<file path="src/rtl/shift_reg_univ.sv">
// shift_reg_univ -- parametrised universal register.
//
// Loadable, countable shifting register driven by the control FSM.
// Single-step commands (cl > ld > inc > dec > sr > sl > start) execute in
// IDLE. `start` runs a multi-cycle shift of `amt` positions (clamped to
// WIDTH) with a busy/done handshake. `cout` holds the carry/borrow of the
// last inc/dec, or the last bit shifted out.
//
// Optional build macro:
//   SHIFT_REG_UNIV_SAT_EN  inc/dec saturate instead of wrapping
//                          (cout=1 on a clamped operation, else 0).
//
// Ports:
//   clk, rst_n     clock (rising edge), async active-low reset
//   cl, ld, in     sync clear, parallel load of `in`
//   inc, dec       increment / decrement by 1
//   sr, sl         single-step shift right / left per `mode`
//   ir, il         serial fill bits for mode 01 (ir at MSB, il at LSB)
//   mode           00 logical, 01 serial-fill, 10 rotate, 11 arithmetic
//   start,dir,amt  multi-cycle shift request (dir: 0 right, 1 left)
//   out, cout      register contents, carry/shift-out flag
//   busy, done     multi-cycle shift in progress / one-cycle completion pulse
module shift_reg_univ #(
  parameter int WIDTH = 8,
  parameter int AW    = $clog2(WIDTH) + 1
) (
  input  logic             clk,
  input  logic             rst_n,
  input  logic             cl,
  input  logic             ld,
  input  logic [WIDTH-1:0] in,
  input  logic             inc,
  input  logic             dec,
  input  logic             sr,
  input  logic             sl,
  input  logic             ir,
  input  logic             il,
  input  logic [1:0]       mode,
  input  logic             start,
  input  logic             dir,
  input  logic [AW-1:0]    amt,
  output logic [WIDTH-1:0] out,
  output logic             cout,
  output logic             busy,
  output logic             done
);

  typedef enum logic [1:0] {
    S_IDLE  = 2'd0,
    S_SHIFT = 2'd1,
    S_DONE  = 2'd2
  } state_t;

  state_t           state_q, state_d;
  logic [WIDTH-1:0] out_q, out_d;
  logic             cout_q, cout_d;
  logic [AW-1:0]    rem_q, rem_d;
  logic             dir_q, dir_d;
  logic [1:0]       mode_q, mode_d;
  logic             busy_q, busy_d;
  logic             done_q, done_d;

  logic [AW-1:0]    amt_c;
  logic [WIDTH:0]   inc_sum;
  logic [WIDTH:0]   dec_diff;

  // Returns {shifted-out bit, shifted value}.
  function automatic logic [WIDTH:0] shift_one(
    input logic [WIDTH-1:0] v,
    input logic             left,
    input logic [1:0]       m,
    input logic             s_ir,
    input logic             s_il
  );
    logic fill;
    fill = 1'b0;
    if (left) begin
      case (m)
        2'b01:   fill = s_il;
        2'b10:   fill = v[WIDTH-1];
        default: fill = 1'b0;
      endcase
      return {v[WIDTH-1], v[WIDTH-2:0], fill};
    end else begin
      case (m)
        2'b01:   fill = s_ir;
        2'b10:   fill = v[0];
        2'b11:   fill = v[WIDTH-1];
        default: fill = 1'b0;
      endcase
      return {v[0], fill, v[WIDTH-1:1]};
    end
  endfunction

  assign amt_c    = (amt > AW'(WIDTH)) ? AW'(WIDTH) : amt;
  assign inc_sum  = {1'b0, out_q} + (WIDTH+1)'(1);
  assign dec_diff = {1'b0, out_q} - (WIDTH+1)'(1);

  always_comb begin
    state_d = state_q;
    out_d   = out_q;
    cout_d  = cout_q;
    rem_d   = rem_q;
    dir_d   = dir_q;
    mode_d  = mode_q;

    case (state_q)
      S_IDLE: begin
        if (cl) begin
          out_d  = '0;
          cout_d = 1'b0;
        end else if (ld) begin
          out_d  = in;
          cout_d = 1'b0;
        end else if (inc) begin
`ifdef SHIFT_REG_UNIV_SAT_EN
          if (&out_q) begin
            cout_d = 1'b1;
          end else begin
            out_d  = inc_sum[WIDTH-1:0];
            cout_d = 1'b0;
          end
`else
          {cout_d, out_d} = inc_sum;
`endif
        end else if (dec) begin
`ifdef SHIFT_REG_UNIV_SAT_EN
          if (out_q == '0) begin
            cout_d = 1'b1;
          end else begin
            out_d  = dec_diff[WIDTH-1:0];
            cout_d = 1'b0;
          end
`else
          {cout_d, out_d} = dec_diff;
`endif
        end else if (sr) begin
          {cout_d, out_d} = shift_one(out_q, 1'b0, mode, ir, il);
        end else if (sl) begin
          {cout_d, out_d} = shift_one(out_q, 1'b1, mode, ir, il);
        end else if (start && !done_q) begin
          // done_q still high means the previous operation's pulse is on
          // the output; a new start waits until it has cleared.
          dir_d  = dir;
          mode_d = mode;
          if (amt_c == '0) begin
            state_d = S_DONE;
          end else begin
            {cout_d, out_d} = shift_one(out_q, dir, mode, ir, il);
            rem_d   = amt_c - AW'(1);
            state_d = (amt_c == AW'(1)) ? S_DONE : S_SHIFT;
          end
        end
      end

      S_SHIFT: begin
        if (cl) begin
          out_d   = '0;
          cout_d  = 1'b0;
          state_d = S_IDLE;
        end else begin
          {cout_d, out_d} = shift_one(out_q, dir_q, mode_q, ir, il);
          rem_d = rem_q - AW'(1);
          if (rem_q == AW'(1)) state_d = S_DONE;
        end
      end

      S_DONE: begin
        if (cl) begin
          out_d  = '0;
          cout_d = 1'b0;
        end
        state_d = S_IDLE;
      end

      default: state_d = S_IDLE;
    endcase

    // Flags lag the state by one edge, so busy covers the cycles after the
    // second..last shift edge and done follows the DONE state; an abort
    // with cl suppresses both.
    busy_d = (state_q == S_SHIFT) && !cl;
    done_d = (state_q == S_DONE) && !cl;
  end

  always_ff @(posedge clk or negedge rst_n) begin
    if (!rst_n) begin
      state_q <= S_IDLE;
      out_q   <= '0;
      cout_q  <= 1'b0;
      rem_q   <= '0;
      dir_q   <= 1'b0;
      mode_q  <= 2'b00;
      busy_q  <= 1'b0;
      done_q  <= 1'b0;
    end else begin
      state_q <= state_d;
      out_q   <= out_d;
      cout_q  <= cout_d;
      rem_q   <= rem_d;
      dir_q   <= dir_d;
      mode_q  <= mode_d;
      busy_q  <= busy_d;
      done_q  <= done_d;
    end
  end

  assign out  = out_q;
  assign cout = cout_q;
  assign busy = busy_q;
  assign done = done_q;

endmodule

</file>
<file path="config.mk">
export PLATFORM = sky130hd
export DESIGN_NAME = shift_reg_univ
export DESIGN_NICKNAME = d
export VERILOG_FILES = /design/src/rtl/shift_reg_univ.sv
export SDC_FILE = /design/constraint.sdc
export NUM_CORES = 1
export LEC_CHECK = 0
export ABC_AREA = 1
export CAP_MARGIN = 40
export CORE_MARGIN = 10
export CORE_UTILIZATION = 25
export DETAILED_ROUTE_END_ITERATION = 12
export PLACE_DENSITY = 0.49
export RECOVER_POWER = 25
export SYNTH_ARGS = -nofsm -noshare
export SYNTH_HDL_FRONTEND = slang
export SYNTH_SLANG_ARGS = --single-unit
</file>
<file path="constraint.sdc">
create_clock -name clk -period 2.3 [get_ports clk]
set_clock_uncertainty 0.15 [all_clocks]
set_input_delay 0.46 -clock clk [delete_from_list [all_inputs] [get_ports clk]]
set_output_delay 0.46 -clock clk [all_outputs]
set_load 0.05 [all_outputs]
</file>
==> metrics.yaml <==
power_and_ir_drop:
  p_leak_nw: 1.344
  p_sw_share_pct: 53.75
  p_sw_w: 0.001505
  pwr-share-clk_pct: 9.8
  ir_drop_uv: 378.5
  p_int_w: 0.001295
  power.density_nw_per_um2: 1005
  comb_power_share_pct: 65.2
  seq_power_share_pct: 25.0
job:
  drv_cap: 0
yosys:
  synth.avg_cell_area_um2: 6.429
  syn_inst: 326
  ys_seq_area_share_pct: 23.88
  synth-seq-cells: 20
  syn-num-nets: 370
  synth_area_um2: 2096
  ys_warn_count: 0
  synth_cell_types: 33
floorplanning:
  start_util_pct: 25.64
  dieArea_um2: 12450
  die_h_um: 111.6
  num_rows: 33
  dieWidth_um: 111.6
  coreArea_um2: 8175
  ios: 37
drt:
  wl_mm: 6.579
  vias: 2310
  drc: 0
  drtAntennaViolNets: 0
  drt-vias-per-instance: 4.734
  dr.pass1.iters: 4
  avgRoutedWirePerCell_um: 13.48
  drtIter0Drc: 86
finish:
  fin_util_pct: 34.10
  finalNetCount: 428
  drive_above_1_share_pct: 14.10
  final_cells: 488
  syn_to_final_growth_pct: 33.01
  diodes: 0
sta:
  slew-limit-headroom_pct: 17.46
  worst_pin_slew_ns: 1.238
  hold_viol_final: 0
  fin_crit_sh_pct: 94.32
  fmax_mhz: 460.9
  drv_slew: 0
  timing.final.ws_setup_ns: 0.1305
  setup_viol: 0
  period_needed_ns: 2.169
  rsz0062_at_grt: "no"
min_path:
  hold_path.class: "register to register"
  holdCritStartpoint: "mode_q[1]"
clock_network:
  cts_max_path_buffers: 2
  clock_latency_ns: 0.26
  numCtsBuffers: 3
  clkSlewWorstSetupHoldPaths_ns: 0.08
  clockRootBuffer: "clkbuf_8"
  clkSinkCount: 20
  cts_tree: "yes"
  cts_hold_buffers: 0
  htree_levels: 1
critical_path:
  start_kind: "register"
  crit_path_end_kind: "output pin"
  slowest_delay_ns: 0.85
  path_max_fanout: 6
  cp_num_buf_inv: 1
  critPathLaunch: "out[1]"
  reg2reg_from: "state_q[1]"
  cp_data_required_time_ns: 1.69
  crit_type: "register to output pin"
  cp_top_family: "buffers and inverters"
  cp_cell_sequence: "clkdlybuf4s50_1"
  cp.arrival_ns: 1.56
  slowest_stage: "clkdlybuf4s50_1"
global_routing:
  grt-ovfl-total: 0
  grt_pass1_vias: 2265
  grt_pass1_wl_mm: 10.95
  antenna_found_initial: 0
  grt_max_degree: 21
  grt_use_total_pct: 10.23
run_status:
  status: "finished clean"
place:
  pre_cts_slack_ns: -0.2702
  place_inst: 481
  port-buffer-count: 36
  gp_congestion: 0.8100
  hpwl_mm: 5.327
-- area by class of cell --
cell class	count	area, um^2
Multi-Input combinational cell	249	1378
Fill cell	911	5388
Clock buffer	4	55.05
Inverter	47	181.4
Sequential cell	20	500.5
Timing Repair Buffer	63	541.8
Tap cell	105	131.4
-- through the flow --
stage	hold WS [ns]	total power (W)	area, um^2	TNS [ns]
5_1_grt	0.4172	0.003099	2788	0
3_5_place_dp	0.3936	0.002513	2698	-2.454
4_1_cts	0.4090	0.002801	2753	0
6_report	0.4103	0.002800	2788	0
3_3_place_gp	0.3895	0.002515	2698	-1.760
2_1_floorplan	0.01441	0.001961	2096	0
-- placed cells by master, fill, tap and decap left out, drive strengths merged, types with 2 or more instances in the layout --
cell type,n
inv,46
nand2,64
buf,33
xor2,3
dfrtp,20
a22oi,2
clkdlybuf4s50,28
o211ai,4
a21oi,31
ha,18
nor2,46
clkbuf,5
a31oi,4
nand3,30
o21a,2
nand4,4
o21ai,35
nor3,2
-- registers in the layout, summed over array words and instances (netlist names) --
register  cells
out           8
rem_q         4
mode_q        2
state_q       2
busy          1
cout          1
dir_q         1
done          1
-- power groups by stage --
stage / Clock (W) / Sequential, W / Combinational, W
floorplan: 0 / 0.000830 / 0.00113
global placement: 0 / 0.000711 / 0.00180
detailed placement: 0 / 0.000705 / 0.00181
CTS: 0.000286 / 0.000699 / 0.00182
global route: 0.000305 / 0.000727 / 0.00207
finish: 0.000274 / 0.000700 / 0.00183
-- Yosys cell counts --
library cell | number | area [um^2]
nand3_2 | 1 | 10.01
nand4_1 | 3 | 18.77
nand3_1 | 29 | 145.1
clkbuf_1 | 2 | 7.510
inv_2 | 3 | 11.26
a31oi_1 | 4 | 25.02
buf_2 | 6 | 30.03
a21oi_1 | 30 | 150.1
nand2_4 | 1 | 11.26
nor3_1 | 2 | 10.01
xnor2_1 | 1 | 8.760
o21ai_0 | 34 | 170.2
nand4_2 | 1 | 12.51
nand2_1 | 62 | 232.7
nor2_8 | 1 | 20.02
buf_4 | 2 | 15.01
inv_4 | 1 | 6.260
nand2_2 | 1 | 6.260
nor2_1 | 43 | 161.4
nand3b_1 | 1 | 7.510
nor2_4 | 2 | 22.52
o21ai_1 | 1 | 5.000
a211oi_2 | 1 | 12.51
xor2_1 | 3 | 26.28
a22oi_1 | 2 | 15.01
o211ai_1 | 4 | 30.03
o21a_1 | 2 | 15.01
ha_1 | 18 | 225.2
inv_1 | 42 | 157.7
dfrtp_1 | 20 | 500.5
a21oi_4 | 1 | 16.27
clkinv_1 | 1 | 3.750
or2_2 | 1 | 6.260
-- cells by family (layout without fill, tap and decap cells) --
| group | Yosys count | in the layout | synth area share (%) |
|---|---|---|---|
| AOI/OAI and AO/OA | 79 | 79 | 20.95 |
| xor gates and xnor gates | 4 | 4 | 1.672 |
| buffers and inverters | 57 | 114 | 11.04 |
| DFF | 20 | 20 | 23.88 |
| adders and majority gates | 18 | 18 | 10.75 |
| and+or+nand+nor | 148 | 148 | 31.70 |
-- final timing paths --
check	to	slack, ns	depth (start not counted)
setup reg to reg	rem_q[3]	0.33	10
setup / recovery	out[1]	0.13	1
max in group asynchronous	out[0]	0.43	2
hold reg to reg	mode_q[1]	0.41	2
hold / removal	mode_q[1]	0.41	2
min in group asynchronous	busy	0.84	2
-- routing by layer --
| metal | vias up | global-route usage [%] | part of all wire, % |
|---|---|---|---|
| li1 | 1188 | - | - |
| met1 | 1050 | 13.09 | 45 |
| met2 | 68 | 17.39 | 47 |
| met3 | 4 | 2.040 | 7.2 |
| met4 | 0 | 1.971 | 0.67 |
| met5 | - | 0 | 0 |
-- what timing repair did --
| action | CTS | global route |
|---|---|---|
| resized for setup | 0 | 5 |
| setup buffers | 0 | 3 |
| endpoints found under the setup margin | 0 | 14 |
Note: power is estimated with default switching activity, not from simulation.
